===== config.mk =====
export PLATFORM = sky130hd
export DESIGN_NAME = ring_osc_window_avg
export DESIGN_NICKNAME = d
export VERILOG_FILES = /design/src/rtl/ring_osc_window_avg.sv
export SDC_FILE = /design/constraint.sdc
export NUM_CORES = 1
export LEC_CHECK = 0
export CAP_MARGIN = 5
export CORE_UTILIZATION = 59
export DETAILED_ROUTE_END_ITERATION = 8
export PLACE_DENSITY = 0.82
export SETUP_SLACK_MARGIN = 0.15
export SYNTH_ARGS = -nofsm -noshare
export SYNTH_HDL_FRONTEND = slang
export SYNTH_SLANG_ARGS = --single-unit

===== constraint.sdc =====
create_clock -name clk_in -period 3.2 [get_ports clk_in]
set_input_delay 0.32 -clock clk_in [delete_from_list [all_inputs] [get_ports clk_in]]
set_output_delay 0.32 -clock clk_in [all_outputs]
set_load 0.03 [all_outputs]

===== src/rtl/ring_osc_window_avg.sv =====
// Windowed ring-oscillator frequency meter: counts synchronized osc_in rising edges per
// WINDOW_CYCLES window, averages 2^AVG_LOG2 windows, holds the result under valid/ack.
module ring_osc_window_avg #(
  parameter int unsigned WIDTH         = 16,
  parameter int unsigned WINDOW_CYCLES = 1000,
  parameter int unsigned AVG_LOG2      = 3
) (
  input  logic             clk_in,
  input  logic             rst_n,
  input  logic             en,
  input  logic             osc_in,
  input  logic             avg_ack,
  output logic [WIDTH-1:0] avg_out,
  output logic             avg_valid,
  output logic             overflow,
  output logic             busy
);

  localparam int unsigned CycW = $clog2(WINDOW_CYCLES);
  localparam int unsigned IdxW = (AVG_LOG2 > 0) ? AVG_LOG2 : 1;
  localparam int unsigned AccW = WIDTH + AVG_LOG2;

  localparam logic [CycW-1:0]  CycLast = CycW'(WINDOW_CYCLES - 1);
  localparam logic [IdxW-1:0]  IdxLast = IdxW'((1 << AVG_LOG2) - 1);
  localparam logic [WIDTH-1:0] CntMax  = '1;

  typedef enum logic [1:0] {
    StIdle,
    StWindow,
    StHold
  } state_e;

  state_e state_q, state_d;

  logic             sync1_q, sync2_q, prev_q;
  logic             osc_rise;

  logic [CycW-1:0]  cyc_q, cyc_d;
  logic [WIDTH-1:0] win_cnt_q, win_cnt_d;
  logic [IdxW-1:0]  win_idx_q, win_idx_d;
  logic [AccW-1:0]  acc_q, acc_d;
  logic             acc_pend_q, acc_pend_d;
  logic             ovf_pend_q, ovf_pend_d;
  logic [WIDTH-1:0] avg_out_q, avg_out_d;
  logic             avg_valid_q, avg_valid_d;
  logic             overflow_q, overflow_d;

  logic [AccW-1:0]  sum;
  logic [AccW-1:0]  sum_shr;
  logic [WIDTH-1:0] win_base;

  // osc_in is asynchronous: two-flop synchronizer, third flop for rising-edge detection.
  always_ff @(posedge clk_in) begin
    if (!rst_n) begin
      sync1_q <= 1'b0;
      sync2_q <= 1'b0;
      prev_q  <= 1'b0;
    end else begin
      sync1_q <= osc_in;
      sync2_q <= sync1_q;
      prev_q  <= sync2_q;
    end
  end

  assign osc_rise = sync2_q & ~prev_q;

  always_ff @(posedge clk_in) begin
    if (!rst_n) begin
      state_q     <= StIdle;
      cyc_q       <= '0;
      win_cnt_q   <= '0;
      win_idx_q   <= '0;
      acc_q       <= '0;
      acc_pend_q  <= 1'b0;
      ovf_pend_q  <= 1'b0;
      avg_out_q   <= '0;
      avg_valid_q <= 1'b0;
      overflow_q  <= 1'b0;
    end else begin
      state_q     <= state_d;
      cyc_q       <= cyc_d;
      win_cnt_q   <= win_cnt_d;
      win_idx_q   <= win_idx_d;
      acc_q       <= acc_d;
      acc_pend_q  <= acc_pend_d;
      ovf_pend_q  <= ovf_pend_d;
      avg_out_q   <= avg_out_d;
      avg_valid_q <= avg_valid_d;
      overflow_q  <= overflow_d;
    end
  end

  // Running total including the window that just closed.
  assign sum     = acc_q + AccW'(win_cnt_q);
  assign sum_shr = sum >> AVG_LOG2;

  always_comb begin
    state_d     = state_q;
    cyc_d       = cyc_q;
    win_cnt_d   = win_cnt_q;
    win_idx_d   = win_idx_q;
    acc_d       = acc_q;
    acc_pend_d  = acc_pend_q;
    ovf_pend_d  = ovf_pend_q;
    avg_out_d   = avg_out_q;
    avg_valid_d = avg_valid_q;
    overflow_d  = overflow_q;
    win_base    = win_cnt_q;

    unique case (state_q)
      StIdle: begin
        cyc_d      = '0;
        win_cnt_d  = '0;
        win_idx_d  = '0;
        acc_d      = '0;
        acc_pend_d = 1'b0;
        ovf_pend_d = 1'b0;
        if (en) begin
          state_d = StWindow;
        end
      end

      StWindow: begin
        if (!en) begin
          // Abort: partial window and accumulator are dropped, last result kept.
          state_d    = StIdle;
          cyc_d      = '0;
          win_cnt_d  = '0;
          win_idx_d  = '0;
          acc_d      = '0;
          acc_pend_d = 1'b0;
          ovf_pend_d = 1'b0;
        end else if (acc_pend_q && (win_idx_q == IdxLast)) begin
          avg_out_d   = sum_shr[WIDTH-1:0];
          overflow_d  = ovf_pend_q;
          avg_valid_d = 1'b1;
          state_d     = StHold;
          cyc_d       = '0;
          win_cnt_d   = '0;
          win_idx_d   = '0;
          acc_d       = '0;
          acc_pend_d  = 1'b0;
          ovf_pend_d  = 1'b0;
        end else begin
          // The accumulate cycle is also cycle 0 of the next window.
          if (acc_pend_q) begin
            acc_d     = sum;
            win_idx_d = win_idx_q + IdxW'(1);
            win_base  = '0;
          end
          win_cnt_d = win_base;
          if (osc_rise) begin
            if (win_base == CntMax) begin
              ovf_pend_d = 1'b1;
            end else begin
              win_cnt_d = win_base + WIDTH'(1);
            end
          end
          acc_pend_d = (cyc_q == CycLast);
          cyc_d      = (cyc_q == CycLast) ? '0 : cyc_q + CycW'(1);
        end
      end

      StHold: begin
        if (avg_ack) begin
          avg_valid_d = 1'b0;
          state_d     = en ? StWindow : StIdle;
        end
      end

      default: begin
        state_d = StIdle;
      end
    endcase
  end

  assign avg_out   = avg_out_q;
  assign avg_valid = avg_valid_q;
  assign overflow  = overflow_q;
  assign busy      = (state_q == StWindow) || (state_q == StHold);

endmodule


==> qor.yml <==
yosys:
  synth_seq_cells: 73
  yosysTopAreaCellShare_pct: 36.6
  ys.flop_type: "dfxtp_1"
  yosys-top-cells-area: "dfxtp_1, ha_1, o21ai_0, nand2_1, a21oi_1"
  ys_seq_area_share_pct: 36.6
  syn-num-nets: 522
  yosysTopAreaCell: "dfxtp_1"
  syn_inst: 492
  synth_cell_type_count: 55
  netlist_area_um2: 3990
  avgSynthCellArea_um2: 8.12
  async_flop_share_pct: 0
  synth_edf_count: 0
  ys_warn_count: 0
detailed_routing:
  wirelength_mm: 9.27
  drt_iter0_markers: 218
  vias: 3573
  postRouteAntennaNets: 0
  drc: 0
  first_pass_iters: 5
  vias_per_cell: 6.03
  wl_per_cell_um: 15.6
worst_setup_path:
  worst-setup-path-type: "reg2reg"
  cp-end-kind: "flop"
  r2r_end: "acc_q[17]"
  worstPathArrival_ps: 2980
  r2r_slack_ps: 520
  crit-reg2reg-launch: "state_q[1]"
  worstPathRequired_ps: 3500
  cp.buffers_inverters: 1
  worstPathCellList: "inv_1 > ha_1 > or2_2 > o21ai_1 > nor2_1 > nand2_1 > or3_1 > o21ai_0"
  worstSetupStartpointType: "flop"
  cpPeakStageDelay_ps: 730
  r2r_cells: 8
  critPathMaxFanout: 13
  path_delay_family: "simple AND/OR/NAND/NOR gates"
  cpMaxStageDelayCell: "nor2_1"
floorplan:
  rows: 29
  core_um2: 6460
  die_h_um: 84.3
  io_pins: 24
  dieWidth_um: 84.3
  dieArea_um2: 7100
  start_util_pct: 61.8
clock_tree:
  cts_tree: "built"
  path_clk_slew_ps: 90
  cts_buffers: 9
  cts_num_sinks: 73
  clk_latency_ps: 370
  cts_buffer_depth: 2
  cts_max_level: 3
  post_cts_buffers: 0
  ctsHoldBuffers: 0
  cts-root-buf: "clkbuf_8"
  cts.repair.resized: 0
final_layout:
  diodes: 0
  fill_cells: 524
  nNetsFinal: 541
  fin_area_um2: 4460
  layout_common_cells: "dfxtp_1, nand2_1, o21ai_0"
  final_common_cell: "dfxtp_1"
  drive_gt1_share_pct: 6.59
  syn_to_final_growth_pct: 11.6
sta:
  min_period_ps: 2680
  grt_setup_unrepaired: "false"
  max_freq_ghz: 0.373
  final-setup-viol-count: 0
  hold_viol: 0
  finalClockSkew_ps: 8.64
  maxSlewHeadroom_pct: 39.3
  slew_viol_final: 0
  fin_ws_ps: 520
  period_share_pct: 83.7
  hold-worst-slack_ps: 455
  tns_ps: 0
  worst_pin_slew_ps: 907
power_and_ir_drop:
  p_leak_nw: 1.67
  p_total_mw: 1.76
  power_density_nw_per_um2: 395
  vdd_ir_drop_max_v: 0.000303
placed_design:
  place_congestion: 0.956
  port_buffers: 23
  dpl-instance-area_um2: 4270
  dp_slack_ps: 481
  dp_hpwl_mm: 6.58
global_route:
  grt_pass1_vias: 3302
  grt_pass1_wl_mm: 15.6
  grt_util_all_layers_pct: 27.6
  grt.overflow.total: 0
  antenna_found_initial: 0
  grt_max_degree: 34
run_status:
  status: "finished clean"
hold_path:
  holdPathStages: 1
  min_to: "sync2_q"
  hp-start: "sync1_q"
  holdCritPathClass: "reg2reg"
job:
  maxCapViolCount: 0
report_power, final:
part	total, mW	internal, mW	switching, mW
clock network	0.714	0.304	0.410
logic	0.128	0.0403	0.0879
registers	0.916	0.912	0.00392
synthesized netlist by cell type, drive strengths merged, types with 2 or more instances:
cell     n
a21boi   9
a21o     2
a21oi   36
a22oi   10
a31oi    8
a32o     4
and2    13
and3     8
buf      7
clkbuf  14
dfxtp   73
ha      24
inv     20
nand2   58
nand2b   3
nand3   19
nand3b   3
nand4    7
nand4b   2
nor2    23
nor2b   21
nor3     8
nor3b    6
o211a    2
o211ai   3
o21a     4
o21ai   60
o21bai   2
o22ai    4
o31ai    3
o41ai    2
or2      2
or3      4
xnor2    6
xor2     9
cell families (layout without fill, tap and decap cells):
kind of cell / after synthesis / after routing / synth area share (%)
simple gates: 180 / 180 / 23.3
compound gates: 158 / 158 / 24.6
flops: 73 / 73 / 36.6
buf+inv: 41 / 65 / 4.23
fa+ha+maj: 25 / 25 / 8.02
xor+xnor: 15 / 15 / 3.29
worst reg2reg max path, stage by stage (launching register included):
cell	delay, ps
dfxtp_1	350
inv_1	90
ha_1	250
or2_2	220
o21ai_1	100
nor2_1	730
nand2_1	370
or3_1	430
o21ai_0	70
routing by layer:
layer	vias to the layer above	routed length, µm	track usage [%]
li1	1808	-	-
met1	1630	4310	35.2
met2	117	4290	46.6
met3	18	541	7.08
met4	0	117	7.37
met5	-	0	0
state kept, by name, summed over array words and instances (netlist names):
name and flops:
acc_q 19, avg_out 16, win_cnt_q 16, cyc_q 10, win_idx_q 3, state_q 2, acc_pend_q 1, avg_valid 1
overflow 1, ovf_pend_q 1, prev_q 1, sync1_q 1, sync2_q 1
worst max-delay path by stage:
stage	endpoint	from	slack (ps)	depth (start not counted)
2_1_floorplan	acc_q[12]	win_cnt_q[0]	950	8
3_3_place_gp	acc_q[17]	en	600	7
3_5_place_dp	acc_q[17]	en	480	7
4_1_cts	acc_q[17]	state_q[1]	530	8
5_1_grt	acc_q[17]	state_q[1]	280	8
6_report	acc_q[17]	state_q[1]	520	8
layout make-up:
class	count	area, µm²	share of cell area (%)
Sequential cell	73	1460	32.8
Timing Repair Buffer	29	270	6.06
Tap cell	77	96.3	2.16
Clock buffer	9	124	2.78
Clock inverter	7	66.3	1.49
Multi-Input combinational cell	378	2360	53.0
Inverter	20	75.1	1.68
metrics by stage:
step	utilization [%]	cells
final	69.0	593
after global routing	69.0	593
after CTS	69.0	593
after detailed placement	66.1	577
after global placement	66.1	577
after floorplan	-	492
Power figures use the tool's default switching activity.
